## src/rtl/peri_timer_array.sv

```systemverilog
// Memory-mapped array of NUM_CH prescaled interval timers with a shared IRQ_STAT word.
// Each channel counts TL up on prescaler ticks and reloads from TH on overflow, raising STAT.
module peri_timer_array #(
    parameter int unsigned NUM_CH    = 2,
    parameter logic [31:0] BASE_ADDR = 32'h4000_0000,
    parameter int unsigned CH_STRIDE = 16,
    parameter int unsigned PRE_W     = 16
) (
    input  logic              iClk,
    input  logic              iRst_n,
    input  logic              iRd,
    input  logic              iWr,
    input  logic [31:0]       iAddr,
    input  logic [31:0]       iWrData,
    output logic [31:0]       oRdData,
    output logic              oHit,
    output logic [NUM_CH-1:0] oIrqVec,
    output logic              oIrq
);

    localparam logic [31:0] ChSpan     = 32'(NUM_CH * CH_STRIDE);
    localparam logic [31:0] StrideMask = 32'(CH_STRIDE - 1);
    localparam int unsigned StrideSh   = $clog2(CH_STRIDE);

    logic [31:0] off, blk, loc;
    logic        in_ch, is_irq, in_reg;

    // Offset arithmetic wraps for addresses below BASE_ADDR, so the range test rejects them.
    assign off    = (iAddr & ~32'h3) - BASE_ADDR;
    assign blk    = off >> StrideSh;
    assign loc    = off & StrideMask;
    assign in_ch  = off < ChSpan;
    assign is_irq = off == ChSpan;
    assign in_reg = in_ch && (loc < 32'd16);
    assign oHit   = in_ch || is_irq;

    logic [31:0]      th_q   [NUM_CH];
    logic [31:0]      th_d   [NUM_CH];
    logic [31:0]      tl_q   [NUM_CH];
    logic [31:0]      tl_d   [NUM_CH];
    logic [PRE_W-1:0] pre_q  [NUM_CH];
    logic [PRE_W-1:0] pre_d  [NUM_CH];
    logic [PRE_W-1:0] pcnt_q [NUM_CH];
    logic [PRE_W-1:0] pcnt_d [NUM_CH];
    logic [NUM_CH-1:0] en_q, en_d, ie_q, ie_d, stat_q, stat_d;
    logic [NUM_CH-1:0] wr_ch, tick, ovf;

    always_comb begin
        for (int c = 0; c < NUM_CH; c++) begin
            wr_ch[c] = iWr && in_reg && (blk == 32'(c));
            tick[c]  = en_q[c] && (pcnt_q[c] == pre_q[c]);
            // A bus write to TL on the same edge replaces the tick, so no reload happens.
            ovf[c]   = tick[c] && (tl_q[c] == 32'hFFFF_FFFF) && !(wr_ch[c] && loc[3:2] == 2'd1);
        end
    end

    always_comb begin
        for (int c = 0; c < NUM_CH; c++) begin
            th_d[c]   = th_q[c];
            tl_d[c]   = tl_q[c];
            pre_d[c]  = pre_q[c];
            en_d[c]   = en_q[c];
            ie_d[c]   = ie_q[c];
            stat_d[c] = stat_q[c];
            pcnt_d[c] = (!en_q[c] || tick[c]) ? '0 : pcnt_q[c] + PRE_W'(1);

            if (tick[c]) begin
                tl_d[c] = (tl_q[c] == 32'hFFFF_FFFF) ? th_q[c] : tl_q[c] + 32'd1;
            end

            if (wr_ch[c]) begin
                unique case (loc[3:2])
                    2'd0: th_d[c] = iWrData;
                    2'd1: tl_d[c] = iWrData;
                    2'd2: begin
                        en_d[c] = iWrData[0];
                        ie_d[c] = iWrData[1];
                        if (iWrData[2]) begin
                            stat_d[c] = 1'b0;
                        end
                    end
                    2'd3: begin
                        pre_d[c]  = iWrData[PRE_W-1:0];
                        pcnt_d[c] = '0;
                    end
                endcase
            end

            // Overflow wins over a W1C on the same edge so an interrupt is never lost.
            if (ovf[c]) begin
                stat_d[c] = 1'b1;
            end
        end
    end

    always_ff @(posedge iClk) begin
        if (!iRst_n) begin
            for (int c = 0; c < NUM_CH; c++) begin
                th_q[c]   <= '0;
                tl_q[c]   <= '0;
                pre_q[c]  <= '0;
                pcnt_q[c] <= '0;
            end
            en_q   <= '0;
            ie_q   <= '0;
            stat_q <= '0;
        end else begin
            for (int c = 0; c < NUM_CH; c++) begin
                th_q[c]   <= th_d[c];
                tl_q[c]   <= tl_d[c];
                pre_q[c]  <= pre_d[c];
                pcnt_q[c] <= pcnt_d[c];
            end
            en_q   <= en_d;
            ie_q   <= ie_d;
            stat_q <= stat_d;
        end
    end

    always_comb begin
        oRdData = '0;
        if (iRd && is_irq) begin
            oRdData = 32'(stat_q);
        end else if (iRd && in_reg) begin
            for (int c = 0; c < NUM_CH; c++) begin
                if (blk == 32'(c)) begin
                    unique case (loc[3:2])
                        2'd0: oRdData = th_q[c];
                        2'd1: oRdData = tl_q[c];
                        2'd2: oRdData = {29'd0, stat_q[c], ie_q[c], en_q[c]};
                        2'd3: oRdData = 32'(pre_q[c]);
                    endcase
                end
            end
        end
    end

    assign oIrqVec = stat_q & ie_q;
    assign oIrq    = |oIrqVec;

endmodule
```

## config.mk

```make
export PLATFORM = sky130hd
export DESIGN_NAME = peri_timer_array
export DESIGN_NICKNAME = d
export VERILOG_FILES = /design/src/rtl/peri_timer_array.sv
export SDC_FILE = /design/constraint.sdc
export NUM_CORES = 1
export LEC_CHECK = 0
export BUFFER_PORTS_ARGS = -buffer_cell sky130_fd_sc_hd__clkbuf_2
export CAP_MARGIN = 20
export CORE_MARGIN = 4
export CORE_UTILIZATION = 50
export DETAILED_ROUTE_END_ITERATION = 12
export PLACE_DENSITY = 0.78
export SLEW_MARGIN = 20
export SYNTH_ARGS = -nofsm -noshare
export SYNTH_HDL_FRONTEND = slang
export SYNTH_SLANG_ARGS = --single-unit
```

## constraint.sdc

```tcl
create_clock -name iClk -period 5.4 [get_ports iClk]
set_clock_uncertainty 0.15 [all_clocks]
set_input_delay 0.54 -clock iClk [delete_from_list [all_inputs] [get_ports iClk]]
set_output_delay 0.54 -clock iClk [all_outputs]
set_load 0.05 [all_outputs]
```

==> results.py, run 1 <==
metrics = {
    "status": {
        "status": "finished, violations left",
        "violations": "DRC",
    },
    "setup_path": {
        "cp_cell_sequence": "clkbuf_2, nor4_1, nand4_1, nor3_4, nand2_1, o221ai_1, nand2_1, clkbuf_2",
        "critical_path_peak_fanout": 20,
        "start_kind": "primary input",
        "r2r_cells": 7,
        "worstSetupPathType": "primary input to output port",
        "end_kind": "output port",
        "crit_family": "simple AND/OR/NAND/NOR gates",
        "cp.depth": 8,
        "worst-path-buf-inv": 2,
        "slowest_delay_ps": 620,
        "arrival_ps": 3200,
        "crit_slowest_cell": "nand2_1",
        "crit_required_ps": 4710,
    },
    "power_and_ir_drop": {
        "ir_drop_mv": 0.160,
        "p_leak_uw": 0.00454,
        "p_total_uw": 2960,
        "power_per_cell_area_nw_per_um2": 231,
    },
    "yosys": {
        "synthArstFlopShare": 0,
        "synthDistinctLibCells": 77,
        "synth-seq-area-share": 0.341,
        "synth_ff_type": "dfxtp_1",
        "syn_inst": 1449,
        "synth_area_um2": 11600,
        "ys_seq_elements": 198,
        "synth_area_leader_cell": "dfxtp_1",
        "synth.yosys.warnings": 0,
        "synthTopCellsByArea": "dfxtp_1 34%, nand2_1 8.3%, mux2i_1 4.7%, a21boi_1 4.2%, xnor2_1 3.9%",
        "syn_nets": 1521,
        "synth_edf_count": 0,
        "synth.top_cell.area_share": 0.341,
        "avgSynthCellArea_um2": 8.03,
    },
    "floorplan": {
        "io-pin-count": 104,
        "start_util": 0.511,
        "rows": 55,
        "die_h_um": 161,
        "die_w_um": 161,
        "dieArea_um2": 25800,
        "core_um2": 22800,
    },
    "routing": {
        "dr.pass1.iters": 12,
        "via_count": 11300,
        "avgRoutedWirePerCell_um": 20.2,
        "routed_wl_um": 36500,
        "drcViolationCount": 1,
        "vias_per_cell": 6.24,
        "ant_nets": 0,
        "drt_iter0_drc": 1492,
    },
    "cells_and_area": {
        "fillers": 2046,
        "final_nets": 1554,
        "layout-drive-gt1-share": 0.151,
        "area_growth_pct": 10.4,
        "fin_area_um2": 12800,
        "antenna_cells": 0,
        "layout.cells.non_filler": 1808,
        "seq_area_um2": 3960,
        "multi_input_area_um2": 7170,
    },
    "grt": {
        "grt_pass1_wl_um": 58000,
        "grt_pass1_vias": 10600,
        "grt_overflow": 0,
        "grt_max_degree": 65,
        "antenna_found_initial": 0,
        "grtUsageTotal": 0.277,
    },
    "sta": {
        "post-route-period-util": 0.721,
        "setup_tns_ps": 0,
        "slew_violations": 0,
        "setup_ws_ps": 1510,
        "final-hold-violation-count": 0,
        "period_needed_ps": 3890,
        "tightest_slew_ps": 1090,
        "max_freq_mhz": 257,
        "setup-violations-final": 0,
        "relSlewSlack": 0.272,
        "rsz0062_at_grt": "no",
    },
    "placement": {
        "gp_congestion": 0.974,
        "post-place-ws_ps": 1350,
        "placedInstanceArea_um2": 12200,
        "dp_hpwl_um": 25800,
        "place_inst": 1776,
        "io_buffers": 101,
    },
    "clock_network": {
        "clk_pin_slew_ps": 80,
        "clk-insertion-delay-late_ps": 450,
        "clock-sinks": 198,
        "ctsResizeCount": 0,
        "post_cts_buffers": 0,
        "cts-buffers-inserted": 17,
        "cts_hold_buf": 0,
        "cts-root-buf": "clkbuf_16",
        "cts_tree": "done",
        "clk_path_buf_depth": 2,
        "htreeDepth": 4,
    },
    "worst_hold_path": {
        "hp-class": "primary input to register",
        "min_delay_path_depth": 3,
    },
    "run": {
        "cap_violations": 0,
    },
}
==> worst reg2reg max path, delay by kind of cell, from the launching register on <==
kind | cells | cell delay [ps]
adder cells (fa/ha/maj) | 1 | 270
AND/OR/NAND/NOR | 4 | 1660
flip-flops | 1 | 450
AO/OA/AOI/OAI | 2 | 490
==> synth_stat cells, types with 5 or more instances <==
cell type  count
o22ai_1        5
buf_4          6
nand3_1       60
clkbuf_1      66
nor2_1       118
a31oi_1       17
o221ai_1       8
nand2_1      257
inv_1         16
o221a_2       15
nand4_1       36
o21ai_1        8
a22oi_1       18
mux2i_1       55
dfxtp_1      198
xnor2_1       52
o211ai_1       7
buf_1          5
o31ai_1        5
xor2_1        22
buf_2         28
nor3_1        13
mux4_2         7
and3_1        26
nor4_1         6
a21oi_1       45
a21boi_1      65
a41oi_1        5
and4_1        13
mux2_2        24
a221oi_1      17
a21boi_0      30
o21ai_0       67
a211oi_1      16
nor2b_1       24
and2_1        13
==> routing by layer <==
metal  share of wire  wire length, um  track usage
met4           0.043             1570        0.121
met2            0.46            16800        0.438
met3           0.085             3120       0.0539
met5               0                0            0
met1            0.41            15000        0.369
==> flip-flops by register name (all words and copies together) (netlist names) <==
signal and cells:
th_q 64, tl_q 64, pcnt_q 32, pre_q 32, en_q 2, ie_q 2, stat_q 2
==> cell usage in the layout (no fill, tap or decap), types with 18 or more instances in the layout <==
master    synthesis  final
xnor2_1          52     52
nor2b_1          24     24
buf_4             6     20
mux2i_1          55     55
a21boi_0         30     30
nor2_1          118    118
nand4_1          36     36
xor2_1           22     22
mux2_2           24     24
a22oi_1          18     18
o21ai_0          67     67
a21oi_1          45     45
nand2_1         257    257
and3_1           26     26
nand3_1          60     60
clkbuf_2          0     99
a21boi_1         65     65
dfxtp_1         198    198
==> cell type report <==
class                   instances  share of cell area
inverters                      16             0.00467
clock buffers                  19              0.0337
flip-flops and latches        198               0.309
repair buffers                119              0.0502
well taps                     313              0.0305
multi-input cells            1130               0.558
clock inverters                13              0.0145
==> where the power goes <==
group / internal (uW) / switching (uW)
combinational: 51.1 / 103
clock: 712 / 639
sequential: 1460 / 0.00000114
total: 2220 / 742
==> cells by family (layout without fill, tap and decap cells) <==
logic type | count (synthesis) | count (layout) | synth area share
compound gates | 359 | 359 | 0.215
flops | 198 | 198 | 0.341
mux | 86 | 86 | 0.0841
buf+inv | 121 | 167 | 0.0440
simple gates | 607 | 607 | 0.256
xor+xnor | 74 | 74 | 0.0557
fa+ha+maj | 4 | 4 | 0.00430
==> per-stage QoR <==
step                      hold WS (ps)  utilization
after floorplan                    291            -
after global placement             305        0.537
after detailed placement           313        0.537
after CTS                          215        0.564
after global routing               221        0.564
final                              217        0.564
==> worst paths after layout <==
path               startpoint  slack [ps]           to
hold / removal    iWrData[27]         220  th_q[0][59]
setup reg to reg   tl_q[0][0]        2270  tl_q[0][19]
hold reg to reg   th_q[0][60]         320  th_q[0][60]
setup / recovery    iAddr[25]        1510   oRdData[0]
No activity file was read; power rests on OpenSTA's default activity.
==> run 2: changes to the inputs <==
- PLACE_DENSITY: 0.78 -> 0.81
- clock period: 5.4 -> 3.26 ns (I/O delays scaled with it)
==> results.py, run 2 (synthesized netlist as in run 1, its figures left out) <==
metrics = {
    "floorplan": {
        "rows": 55,
        "io-pin-count": 104,
        "core_um2": 22800,
        "dieArea_um2": 25800,
        "die_h_um": 161,
        "die_w_um": 161,
        "start_util": 0.511,
    },
    "sta": {
        "rsz0062_at_grt": "no",
        "period_needed_ps": 2830,
        "relSlewSlack": 0.489,
        "tightest_slew_ps": 765,
        "max_freq_mhz": 353,
        "hold_ws_ps": 8.88,
        "setup_ws_ps": 430,
        "slew_violations": 0,
        "setup-violations-final": 0,
        "final-hold-violation-count": 0,
        "post-route-period-util": 0.868,
    },
    "placement": {
        "io_buffers": 101,
        "dp_hpwl_um": 27000,
        "gp_congestion": 0.979,
        "post-place-ws_ps": 456,
    },
    "routing": {
        "ant_nets": 0,
        "vias_per_cell": 6.32,
        "avgRoutedWirePerCell_um": 20.7,
        "routed_wl_um": 38000,
        "wl_met1_um": 14900,
        "top_layer": "met4",
        "drt_iter0_drc": 1682,
        "wl_met3_um": 3890,
        "via_count": 11600,
        "wl_met2_um": 17500,
        "dr.pass1.iters": 7,
        "drcViolationCount": 0,
    },
    "clock_network": {
        "cts-root-buf": "clkbuf_16",
        "htreeDepth": 4,
        "clk-insertion-delay-late_ps": 450,
        "post_cts_buffers": 0,
        "clock-sinks": 198,
        "clk_path_buf_depth": 2,
        "clk_pin_slew_ps": 90,
        "cts_hold_buf": 0,
        "cts_tree": "done",
        "ctsResizeCount": 0,
        "cts-buffers-inserted": 17,
    },
    "power_and_ir_drop": {
        "ir_drop_mv": 0.256,
        "p_leak_uw": 0.00473,
        "power_per_cell_area_nw_per_um2": 359,
    },
    "setup_path": {
        "arrival_ps": 3060,
        "worstSetupPathType": "register to register",
        "end_kind": "register",
        "critical_path_peak_fanout": 11,
        "start_kind": "register",
        "crit_required_ps": 3490,
    },
    "cells_and_area": {
        "area_growth_pct": 14.4,
        "final_util": 0.584,
        "antenna_cells": 0,
        "final_common_cell": "nand2_1",
        "layout-drive-gt1-share": 0.172,
        "final_cell_mix": "257 x nand2_1, 198 x dfxtp_1, 118 x nor2_1",
        "final_nets": 1584,
        "largestRegisters": "th_q (64), tl_q (64)",
    },
    "run": {
        "cap_violations": 0,
    },
    "worst_hold_path": {
        "hp-class": "primary input to register",
    },
    "status": {
        "status": "finished clean",
    },
    "grt": {
        "grt_max_degree": 56,
        "grt_pass1_wl_um": 59000,
        "antenna_found_initial": 0,
        "grt_overflow": 0,
        "grt_pass1_vias": 10800,
        "grtUsageTotal": 0.283,
    },
}
==> run 2: layout make-up <==
class | count | area, um^2
clock buffer | 18 | 429
clock inverter | 14 | 153
fill | 1940 | 9470
inverter | 16 | 60.1
multi-input combinational | 1130 | 7200
sequential | 198 | 3960
tap | 313 | 392
timing repair buffer | 149 | 1110
==> run 2: worst max-delay path, cell delays in order, from the launching register on <==
cell and delay [ps]:
dfxtp_1 430, xnor2_1 200, nand4_1 180, nor4_4 670, and4_1 690, or3b_1 210
o211ai_1 90, a21boi_1 130
==> run 2: final timing paths <==
kind | slack, ps | depth (start not counted) | from | endpoint
max | 430 | 7 | pcnt_q[0][25] | tl_q[0][47]
min | 9 | 3 | iWrData[30] | th_q[0][62]
max reg2reg | 430 | 7 | pcnt_q[0][25] | tl_q[0][47]
min reg2reg | 320 | 2 | th_q[0][59] | th_q[0][59]
==> run 2: power breakdown <==
| part | total, uW | leakage (uW) | internal [uW] | switching, uW |
|---|---|---|---|---|
| Clock | 2100 | 0.000285 | 1030 | 1070 |
| Combinational | 264 | 0.00286 | 88.9 | 175 |
| Sequential | 2420 | 0.00159 | 2420 | 0.00000195 |
==> run 2: per-layer routing <==
metal | GRT usage | vias up
met4 | 0.117 | 0
met3 | 0.0598 | 136
met2 | 0.463 | 665
li1 | - | 5322
met5 | 0 | -
met1 | 0.365 | 5500
==> run 2: through the flow <==
step	power (uW)	setup TNS [ps]	instance area, um^2	cells
2_1_floorplan	2600	-307	11700	1449
3_3_place_gp	2730	0	12700	1806
3_5_place_dp	2730	0	12700	1806
4_1_cts	4780	0	13300	1838
5_1_grt	4900	0	13300	1838
6_report	4780	0	13300	1838
